$ cat config.mk
export PLATFORM = sky130hd
export DESIGN_NAME = multicycle_controller
export DESIGN_NICKNAME = d
export VERILOG_FILES = /design/src/rtl/multicycle_controller.sv
export SDC_FILE = /design/constraint.sdc
export NUM_CORES = 1
export LEC_CHECK = 0
export ABC_AREA = 1
export CAP_MARGIN = 20
export CORE_ASPECT_RATIO = 0.9
export CORE_MARGIN = 2
export CORE_UTILIZATION = 36
export DETAILED_ROUTE_END_ITERATION = 16
export PLACE_DENSITY_LB_ADDON = 0.12
export SYNTH_ARGS = -nofsm -noshare
export SYNTH_HDL_FRONTEND = slang
export SYNTH_SLANG_ARGS = --single-unit
$ cat constraint.sdc
create_clock -name clk -period 1.3 [get_ports clk]
set_clock_uncertainty 0.15 [all_clocks]
set_input_delay 0.13 -clock clk [delete_from_list [all_inputs] [get_ports clk]]
set_output_delay 0.13 -clock clk [all_outputs]
set_load 0.1 [all_outputs]
$ cat src/rtl/multicycle_controller.sv
// Main control FSM for the multi-cycle RV32I datapath: sequences fetch/decode/execute
// states and drives register enables, mux selects, immediate type and ALU operation.
module multicycle_controller #(
    parameter int STATE_W  = 4,
    parameter bit ERR_HALT = 1'b1
) (
    input  logic               clk,
    input  logic               rst,
    input  logic [6:0]         op,
    input  logic [2:0]         func3,
    input  logic [6:0]         func7,
    input  logic               zero,
    output logic               pcwrite,
    output logic               adrsrc,
    output logic               memwrite,
    output logic               irwrite,
    output logic               regwrite,
    output logic [1:0]         resultsrc,
    output logic [1:0]         alusrca,
    output logic [1:0]         alusrcb,
    output logic [2:0]         extend_func,
    output logic [2:0]         aluop,
    output logic               illegal,
    output logic [STATE_W-1:0] state_dbg
);
    typedef enum logic [STATE_W-1:0] {
        FETCH = 0, DECODE = 1, MEMADR = 2, MEMREAD = 3, MEMWB = 4, MEMWRITE = 5,
        EXECR = 6, EXECI = 7, ALUWB = 8, BRANCH = 9, JAL = 10, JALR = 11,
        LUI = 12, ERROR = 13
    } state_t;

    localparam logic [6:0] OP_LW = 7'b0000011, OP_SW = 7'b0100011, OP_R = 7'b0110011,
                           OP_I = 7'b0010011, OP_B = 7'b1100011, OP_JAL = 7'b1101111,
                           OP_JALR = 7'b1100111, OP_LUI = 7'b0110111;
    localparam logic [2:0] ALU_ADD = 3'd0, ALU_SUB = 3'd1, ALU_AND = 3'd2, ALU_OR = 3'd3,
                           ALU_XOR = 3'd4, ALU_SLT = 3'd5, ALU_SLTU = 3'd6, ALU_PASSB = 3'd7;
    localparam logic [2:0] EXT_I = 3'd0, EXT_S = 3'd1, EXT_B = 3'd2, EXT_J = 3'd3, EXT_U = 3'd4;

    state_t state, state_next;
    logic   pcw_c, memw_c, irw_c, regw_c, ill_c;
    logic   fn_ok, taken;

    always_ff @(posedge clk or negedge rst) begin
        if (!rst) state <= FETCH;
        else      state <= state_next;
    end

    always_comb begin
        state_next  = state;
        pcw_c       = 1'b0;
        memw_c      = 1'b0;
        irw_c       = 1'b0;
        regw_c      = 1'b0;
        ill_c       = 1'b0;
        adrsrc      = 1'b0;
        resultsrc   = 2'b00;
        alusrca     = 2'b00;
        alusrcb     = 2'b00;
        extend_func = EXT_I;
        aluop       = ALU_ADD;
        fn_ok       = 1'b1;
        taken       = 1'b0;
        case (state)
            FETCH: begin
                irw_c = 1'b1; pcw_c = 1'b1;
                alusrcb = 2'b10; resultsrc = 2'b10;
                state_next = DECODE;
            end
            DECODE: begin
                // ALUOut <= oldPC + imm: branch target, or jump target for jal
                alusrca = 2'b01; alusrcb = 2'b01;
                extend_func = (op == OP_JAL) ? EXT_J : EXT_B;
                case (op)
                    OP_LW, OP_SW: state_next = MEMADR;
                    OP_R:         state_next = EXECR;
                    OP_I:         state_next = EXECI;
                    OP_B:         state_next = BRANCH;
                    OP_JAL:       state_next = JAL;
                    OP_JALR:      state_next = JALR;
                    OP_LUI:       state_next = LUI;
                    default:      state_next = ERROR;
                endcase
            end
            MEMADR: begin
                alusrca = 2'b10; alusrcb = 2'b01;
                extend_func = (op == OP_SW) ? EXT_S : EXT_I;
                state_next  = (op == OP_SW) ? MEMWRITE : MEMREAD;
            end
            MEMREAD: begin
                adrsrc = 1'b1;
                state_next = MEMWB;
            end
            MEMWB: begin
                resultsrc = 2'b01; regw_c = 1'b1;
                state_next = FETCH;
            end
            MEMWRITE: begin
                adrsrc = 1'b1; memw_c = 1'b1;
                state_next = FETCH;
            end
            EXECR: begin
                alusrca = 2'b10;
                case (func3)
                    3'b000: aluop = func7[5] ? ALU_SUB : ALU_ADD;
                    3'b111: aluop = ALU_AND;
                    3'b110: aluop = ALU_OR;
                    3'b100: aluop = ALU_XOR;
                    3'b010: aluop = ALU_SLT;
                    3'b011: aluop = ALU_SLTU;
                    default: fn_ok = 1'b0;
                endcase
                if (func3 != 3'b000 && func7 != 7'b0) fn_ok = 1'b0;
                state_next = fn_ok ? ALUWB : ERROR;
            end
            EXECI: begin
                alusrca = 2'b10; alusrcb = 2'b01;
                case (func3)
                    3'b000: aluop = ALU_ADD;
                    3'b100: aluop = ALU_XOR;
                    3'b110: aluop = ALU_OR;
                    3'b111: aluop = ALU_AND;
                    3'b010: aluop = ALU_SLT;
                    3'b011: aluop = ALU_SLTU;
                    default: fn_ok = 1'b0;
                endcase
                state_next = fn_ok ? ALUWB : ERROR;
            end
            ALUWB: begin
                regw_c = 1'b1;
                state_next = FETCH;
            end
            BRANCH: begin
                alusrca = 2'b10;
                // ge/geu flavours take the branch when the compare result is zero
                case (func3)
                    3'b000: begin aluop = ALU_SUB;  taken = zero;  end
                    3'b001: begin aluop = ALU_SUB;  taken = !zero; end
                    3'b100: begin aluop = ALU_SLT;  taken = !zero; end
                    3'b101: begin aluop = ALU_SLT;  taken = zero;  end
                    3'b110: begin aluop = ALU_SLTU; taken = !zero; end
                    3'b111: begin aluop = ALU_SLTU; taken = zero;  end
                    default: fn_ok = 1'b0;
                endcase
                pcw_c = taken;
                state_next = fn_ok ? FETCH : ERROR;
            end
            JAL: begin
                pcw_c = 1'b1;
                alusrca = 2'b01; alusrcb = 2'b10;
                state_next = ALUWB;
            end
            JALR: begin
                alusrca = 2'b10; alusrcb = 2'b01;
                state_next = JAL;
            end
            LUI: begin
                alusrcb = 2'b01; extend_func = EXT_U; aluop = ALU_PASSB;
                state_next = ALUWB;
            end
            ERROR: begin
                ill_c = 1'b1;
                state_next = ERR_HALT ? ERROR : FETCH;
            end
            default: state_next = FETCH;
        endcase
    end

    // Reset holds state at FETCH; enables are gated so nothing writes while rst is low
    assign pcwrite   = rst & pcw_c;
    assign memwrite  = rst & memw_c;
    assign irwrite   = rst & irw_c;
    assign regwrite  = rst & regw_c;
    assign illegal   = rst & ill_c;
    assign state_dbg = state;
endmodule

==> results.py, run 1 <==
metrics = {
    "run_status": {
        "run_status": "did not finish",
        "last-stage-reached": "3_5_place_dp",
        "first-error": "[ERROR DPL-0038] Utilization greater than 100%, impossible to legalize",
    },
    "synthesis": {
        "synth-seq-cells": 4,
        "post-synth-top-area-cell": "nand2_1",
        "mappedNetlistArea_um2": 679,
        "synth_cell_types": 21,
        "yosysTopAreaCellShare_pct": 18.8,
        "synthesis.area_per_instance_um2": 5.27,
        "synth_warnings": 0,
        "synth.area.top_cells": "nand2_1 19%, nor2_1 16%, dfrtp_1 15%, inv_1 12%, nand3_1 5.2%",
        "synthCells": 129,
        "seq_area_frac_synth_pct": 14.7,
        "syn-num-nets": 149,
    },
    "die": {
        "floorplan.die.width_um": 49.8,
        "effective_utilization_at_floorplan_pct": 39.6,
        "top_level_ports": 42,
        "chipHeight_um": 45.2,
        "number_of_cell_rows": 14,
    },
    "placement": {
        "io_buffer_count": 41,
        "gpl.final_weighted_congestion": 0.821,
    },
}
[logic make-up after synthesis]
family,share of synthesized area [%]
compound gates,16.4
xor+xnor,1.29
buf+inv,13.3
flops,14.7
simple gates,54.3
[metrics by stage]
stage / cell area (µm²) / hold WS, ns / worst slack (ns) / cells / TNS, ns
after global placement: 1920 / 0.279 / -0.461 / 236 / -5.25
after floorplan: 911 / -0.316 / -1.26 / 129 / -15.44
[synth_stat cells]
cell type  count
a211oi_1       1
dfrtp_1        4
nor2_1        29
nand2_4        2
xor2_1         1
o2111ai_1      1
nor2_2         1
nand2_1       34
nor3_1         2
inv_2          3
a21oi_1        4
nand2_2        1
inv_1         21
o211ai_1       3
nand3_2        1
o21ai_0        4
o311ai_1       2
nor2_4         1
nand4_1        5
nand3_1        7
o21a_1         2
==> run 2, diff against run 1 <==
--- a/config.mk
+++ b/config.mk
@@ -7,11 +7,10 @@
 export LEC_CHECK = 0
 export ABC_AREA = 1
 export CAP_MARGIN = 20
-export CORE_ASPECT_RATIO = 0.9
-export CORE_MARGIN = 2
-export CORE_UTILIZATION = 36
+export CORE_AREA = 2 2 63 65
 export DETAILED_ROUTE_END_ITERATION = 16
-export PLACE_DENSITY_LB_ADDON = 0.12
+export DIE_AREA = 0 0 65 67
+export PLACE_DENSITY_LB_ADDON = 0.15
 export SYNTH_ARGS = -nofsm -noshare
 export SYNTH_HDL_FRONTEND = slang
 export SYNTH_SLANG_ARGS = --single-unit
==> run 2 against run 1 <==
  * The flow now finishes, with violations (setup timing)
  * Area after synthesis stayed put
  * Synthesized cell count stayed put
==> results.py, run 2 <==
metrics = {
    "run_status": {
        "run_status": "complete, but fails checks",
        "failing_checks": "setup timing",
    },
    "finish": {
        "drive_gt1_share_pct": 58.3,
        "final_area_um2": 2270,
        "synthToLayoutAreaGrowth_pct": 234,
        "final-seq-area_um2": 115,
        "final_cell_mix": "42 x buf_4, 25 x nand2_1, 25 x buf_12",
        "multi_input_area_um2": 791,
        "nets": 252,
        "nFillCells": 309,
        "layout_commonest_cell": "buf_4",
        "antennaDiodeCount": 0,
        "largest_register_ffs": 4,
    },
    "timing": {
        "finalSetupViolCount": 24,
        "timing.final.max_slew_violations": 0,
        "rsz0062_at_grt": "true",
        "postLayoutSetupSlackWorst_ns": -0.527,
        "worst-slew-pin-transition_ns": 0.293,
        "worst_rel_slew_slack_pct": 80.4,
        "hold_viol": 0,
        "maximum_achievable_frequency_ghz": 0.547,
        "post-route-min-period_ns": 1.83,
        "final_min_period_over_clock_period_pct": 141,
    },
    "pwr": {
        "leakage_nw": 1.02,
        "p_per_area_nw_per_um2": 2520,
        "power.share.sequential_pct": 5.3,
        "switching_power_mw": 3.28,
        "power.internal_mw": 2.43,
        "power_frac_comb_pct": 90.2,
        "worst_ir_drop_vdd_uv": 1320,
        "power_switching_share_pct": 57.4,
        "fin_total_pwr_mw": 5.71,
        "power_frac_clock_pct": 4.5,
    },
    "clocking": {
        "root_buffer": "clkbuf_8",
        "insertion_delay_ns": 0.21,
        "htreeDepth": 1,
        "ctsLongestPathBuffers": 2,
        "path_clk_slew_ns": 0.03,
        "tritoncts.num_buffers": 3,
        "clock_sinks": 4,
        "cts_tree": "done",
    },
    "synthesis": {
        "synthesis.area_per_instance_um2": 5.27,
        "synth_cell_types": 21,
        "dominantRegCellSynth": "dfrtp_1",
        "synth_edf_count": 0,
        "synth.area.top_cells": "nand2_1 19%, nor2_1 16%, dfrtp_1 15%, inv_1 12%, nand3_1 5.2%",
        "synth_warnings": 0,
        "synthCells": 129,
        "seq_area_frac_synth_pct": 14.7,
        "postSynth.asyncResetShare_pct": 100,
        "synth-seq-cells": 4,
        "post-synth-top-area-cell": "nand2_1",
        "synth.most_common_cell": "nand2_1",
        "mappedNetlistArea_um2": 679,
        "yosysTopAreaCellShare_pct": 18.8,
        "syn-num-nets": 149,
        "yosys-top-cells-count": "34 x nand2_1, 29 x nor2_1, 21 x inv_1, 7 x nand3_1, 5 x nand4_1",
    },
    "detailed_routing": {
        "routed-via-count": 1196,
        "avgViaCountPerCell": 4.30,
        "drt_iter0_drc": 21,
        "wirelength_um": 3130,
        "dr.pass1.iters": 4,
        "detail_route.drc_violations": 0,
        "ant_nets": 0,
        "routedWlPerCell_um": 11.3,
    },
    "die": {
        "effective_utilization_at_floorplan_pct": 18.8,
        "chipHeight_um": 67,
        "number_of_cell_rows": 22,
        "dieArea_um2": 4360,
        "coreArea_um2": 3610,
        "top_level_ports": 42,
        "floorplan.die.width_um": 65,
    },
    "worst_setup_path": {
        "start_kind": "flip-flop",
        "critical_path.slowest_cell": "dfrtp_4",
        "worst_path_dominant_cell_family": "flip-flops",
        "r2r_slack_ns": -0.24,
        "path_class": "reg2out",
        "critical_path.endpoint_type": "primary output",
        "cp_cell_sequence": "inv_6 -> nand2_8 -> nor2_4 -> o211ai_1 -> a21oi_4 -> buf_12",
        "timing.critical_path.arrival_ns": 1.55,
        "worstSetupStartpoint": "state_dbg[2]",
        "worstPathRequired_ns": 1.02,
        "worst-path-buf-inv": 2,
        "critical-path-max-stage-delay_ns": 0.51,
        "r2r-start": "state_dbg[3]",
        "worst-path-max-fanout": 5,
    },
    "placement": {
        "dp_slack_ns": -0.509,
        "gpl.final_weighted_congestion": 0.767,
        "dpl_cell_area_um2": 1990,
        "post_detail_place_hpwl_um": 2530,
        "io_buffer_count": 41,
    },
    "run": {
        "maxCapViolations": 0,
    },
    "grt": {
        "grt_use_total_pct": 14.6,
        "grt_start_max_net_pins": 7,
        "grt_first_pass_wirelength_um": 4980,
        "first_global_vias": 1202,
        "overflow": 0,
        "number_of_antenna_violations_at_the_first_check_in_global_routing": 0,
    },
    "hold_path": {
        "hold_path_class": "in2async",
    },
}
## run 2: cell counts after synthesis
No cell type changed its count.
## run 2: cell families (layout without fill, tap and decap cells)
family	count (synthesis)	after routing	share of synthesized area, %
flip-flops	4	4	14.7
AO/OA/AOI/OAI	17	17	16.4
XOR/XNOR	1	1	1.29
buffers and inverters	24	125	13.3
AND/OR/NAND/NOR	83	83	54.3
## run 2: power by group through the flow
stage	Clock, mW	Sequential [mW]	Combinational, mW
2_1_floorplan	0	0.623	2.41
3_3_place_gp	0	0.284	4.58
3_5_place_dp	0	0.285	4.61
4_1_cts	0.265	0.302	5.08
5_1_grt	0.272	0.311	5.32
6_report	0.258	0.304	5.15
## run 2: repair_timing
item	4_1_cts	5_1_grt
buffers inserted	10	3
gates resized for setup	37	6
hold buffers	0	0
endpoints found under the setup margin	26	26
pin swaps	15	9
## run 2: worst reg2reg max path: cells and delay by family, from the launching register on
kind / cells / cell delay [ns]
simple gates: 8 / 0.63
flops: 1 / 0.50
buf+inv: 1 / 0.14
## run 2: final cells by class
class | count | share of cell area (%)
clock buffers | 3 | 1.82
inverters | 24 | 5.35
multi-input cells | 101 | 34.8
flip-flops and latches | 4 | 5.07
well taps | 48 | 2.65
repair buffers | 98 | 50.3
## run 2: path summary, 6_finish.rpt
check,to,cells past startpoint
setup / recovery,pcwrite,6
max in group asynchronous,state_dbg[1],2
hold reg to reg,state_dbg[3],3
setup reg to reg,state_dbg[0],9
min in group clk,state_dbg[2],7
hold / removal,state_dbg[3],2
## run 2: per-layer routing
metal  global-route usage (%)  vias to the layer above  part of all wire (%)
met1                     13.8                      538                    36
li1                         -                      623                     -
met2                     32.6                       33                    58
met3                     2.53                        2                   4.8
met5                        0                        -                     0
met4                     1.60                        0                  0.48
## run 2: per-stage QoR
step | hold WS, ns | cells | setup TNS [ns] | util (%)
2_1_floorplan | -0.316 | 129 | -15.44 | -
3_3_place_gp | 0.281 | 265 | -5.72 | 55.2
3_5_place_dp | 0.283 | 265 | -6.03 | 55.2
4_1_cts | 0.0547 | 276 | -9.09 | 62.1
5_1_grt | 0.0612 | 278 | -9.87 | 62.9
6_report | 0.0570 | 278 | -8.87 | 62.9
(Power assumes the default switching activity.)
==> run 3, diff against run 2 <==
--- a/config.mk
+++ b/config.mk
@@ -7,6 +7,8 @@
 export LEC_CHECK = 0
 export ABC_AREA = 1
 export CAP_MARGIN = 20
+export CELL_PAD_IN_SITES_DETAIL_PLACEMENT = 0
+export CELL_PAD_IN_SITES_GLOBAL_PLACEMENT = 1
 export CORE_AREA = 2 2 63 65
 export DETAILED_ROUTE_END_ITERATION = 16
 export DIE_AREA = 0 0 65 67
==> constraint.sdc (replaced) <==
create_clock -name clk -period 1.7 [get_ports clk]
set_clock_uncertainty 0.15 [all_clocks]
set_input_delay 0.17 -clock clk [delete_from_list [all_inputs] [get_ports clk]]
set_output_delay 0.17 -clock clk [all_outputs]
set_load 0.1 [all_outputs]
==> run 3 against run 2 <==
  * The run still ends with setup timing left
  * Die area unchanged
  * Global-route usage down 1.0 points
  * Critical path depth shrank 1
  * First-iteration DRC count grew 14%
  * Cell area is 2.9% lower
==> results.py, run 3 (synthesized netlist as in run 2, its figures left out) <==
metrics = {
    "run_status": {
        "run_status": "complete, but fails checks",
        "failing_checks": "setup timing",
    },
    "timing": {
        "timing.final.max_slew_violations": 0,
        "finalSetupViolCount": 15,
        "postLayoutSetupSlackWorst_ns": -0.183,
        "post-route-min-period_ns": 1.88,
        "final_min_period_over_clock_period_pct": 111,
        "maximum_achievable_frequency_ghz": 0.531,
        "worst-slew-pin-transition_ns": 0.267,
        "rsz0062_at_grt": "true",
        "worst_rel_slew_slack_pct": 82.1,
        "tns_ns": -1.51,
        "hold_viol": 0,
    },
    "clocking": {
        "insertion_delay_ns": 0.21,
        "root_buffer": "clkbuf_8",
        "path_clk_slew_ns": 0.03,
        "clock_sinks": 4,
        "htreeDepth": 1,
        "hold_buffers": 0,
        "tritoncts.num_buffers": 3,
        "ctsLongestPathBuffers": 2,
        "cts_tree": "done",
    },
    "grt": {
        "grt_use_total_pct": 13.6,
        "first_global_vias": 1071,
        "grt_start_max_net_pins": 7,
        "grt_first_pass_wirelength_um": 4610,
        "number_of_antenna_violations_at_the_first_check_in_global_routing": 0,
        "overflow": 0,
    },
    "finish": {
        "drive_gt1_share_pct": 58.9,
        "antennaDiodeCount": 0,
        "final_cell_mix": "38 x buf_4, 24 x nand2_1, 23 x buf_12",
        "layout_commonest_cell": "buf_4",
        "final_area_um2": 2200,
        "largest_register_ffs": 4,
        "nFillCells": 294,
        "final-seq-area_um2": 115,
        "synthToLayoutAreaGrowth_pct": 224,
        "nets": 241,
        "multi_input_area_um2": 825,
    },
    "pwr": {
        "p_per_area_nw_per_um2": 1950,
        "power.share.sequential_pct": 5.9,
        "leakage_nw": 0.984,
        "fin_total_pwr_mw": 4.30,
        "worst_ir_drop_vdd_uv": 1060,
        "power_switching_share_pct": 59.1,
        "power_frac_clock_pct": 4.6,
        "power.internal_mw": 1.76,
        "switching_power_mw": 2.54,
        "power_frac_comb_pct": 89.5,
    },
    "placement": {
        "io_buffer_count": 41,
        "post_detail_place_hpwl_um": 2520,
        "dpl_cell_area_um2": 1860,
        "gpl.final_weighted_congestion": 0.758,
    },
    "worst_setup_path": {
        "path_class": "reg2out",
        "cp_cell_sequence": "inv_6 -> nand2_2 -> buf_4 -> a211oi_4 -> buf_12",
        "worstPathRequired_ns": 1.38,
        "worst-path-buf-inv": 3,
        "r2r_slack_ns": 0.09,
        "critical_path.endpoint_type": "primary output",
        "r2r-start": "state_dbg[3]",
        "worst-path-max-fanout": 4,
        "timing.critical_path.arrival_ns": 1.56,
        "critical_path.slowest_cell": "dfrtp_4",
        "critical-path-max-stage-delay_ns": 0.49,
        "worstSetupStartpoint": "state_dbg[3]",
        "worst_path_dominant_cell_family": "flip-flops",
        "start_kind": "flip-flop",
    },
    "die": {
        "coreArea_um2": 3610,
        "effective_utilization_at_floorplan_pct": 18.8,
        "top_level_ports": 42,
        "chipHeight_um": 67,
        "dieArea_um2": 4360,
        "number_of_cell_rows": 22,
        "floorplan.die.width_um": 65,
    },
    "detailed_routing": {
        "drt_iter0_drc": 24,
        "ant_nets": 0,
        "wirelength_um": 3110,
        "detail_route.drc_violations": 0,
        "avgViaCountPerCell": 4.40,
        "routed-via-count": 1174,
        "routedWlPerCell_um": 11.7,
        "dr.pass1.iters": 4,
    },
    "hold_path": {
        "hold_path_class": "in2async",
    },
    "run": {
        "maxCapViolations": 0,
    },
}
-- run 3: changes by cell type in the layout (fill, tap and decap cells not counted), sizes merged --
cell	previous run	this run
clkinv	0	1
buf	79	68
inv	23	22
dlymetal6s2s	0	2
clkdlybuf4s50	19	17
-- run 3: path summary, 6_finish.rpt --
check,cells past startpoint,endpoint
setup reg to reg,10,state_dbg[2]
hold / removal,2,state_dbg[3]
max in group asynchronous,2,state_dbg[2]
setup / recovery,5,regwrite
min in group clk,7,state_dbg[0]
hold reg to reg,3,state_dbg[3]
-- run 3: per-layer routing --
layer  up-vias  part of all wire [%]  track usage [%]
met1       551                    36             13.3
met5         -                     0                0
met2        22                    60             28.5
li1        601                     -                -
met4         0                     0             4.26
met3         0                   3.2             2.36
-- run 3: final cells by class --
type,count,share of cell area [%]
Multi-Input combinational cell,101,37.4
Timing Repair Buffer,87,46.3
Clock buffer,3,1.87
Inverter,24,6.53
Sequential cell,4,5.22
Tap cell,48,2.72
-- run 3: what timing repair did --
item | 4_1_cts | 5_1_grt
gates resized for setup | 17 | 40
gates cloned | 0 | 0
buffers inserted | 5 | 9
pin swaps | 9 | 19
setup endpoints to repair | 16 | 19
-- run 3: per-stage QoR --
step	cells	hold slack (ns)	util, %	setup WS [ns]
global route	267	0.130	61.1	-0.219
detailed placement	251	0.339	51.6	-0.181
finish	267	0.118	61.1	-0.183
CTS	259	0.110	55.3	-0.161
global placement	251	0.323	51.6	-0.149
floorplan	129	-0.276	-	-0.903
-- run 3: power by group through the flow --
stage	Clock [mW]	Sequential (mW)	Combinational, mW
after floorplan	0	0.477	1.85
after global placement	0	0.217	3.35
after detailed placement	0	0.218	3.38
after CTS	0.204	0.228	3.49
after global routing	0.209	0.259	3.98
final	0.197	0.255	3.84
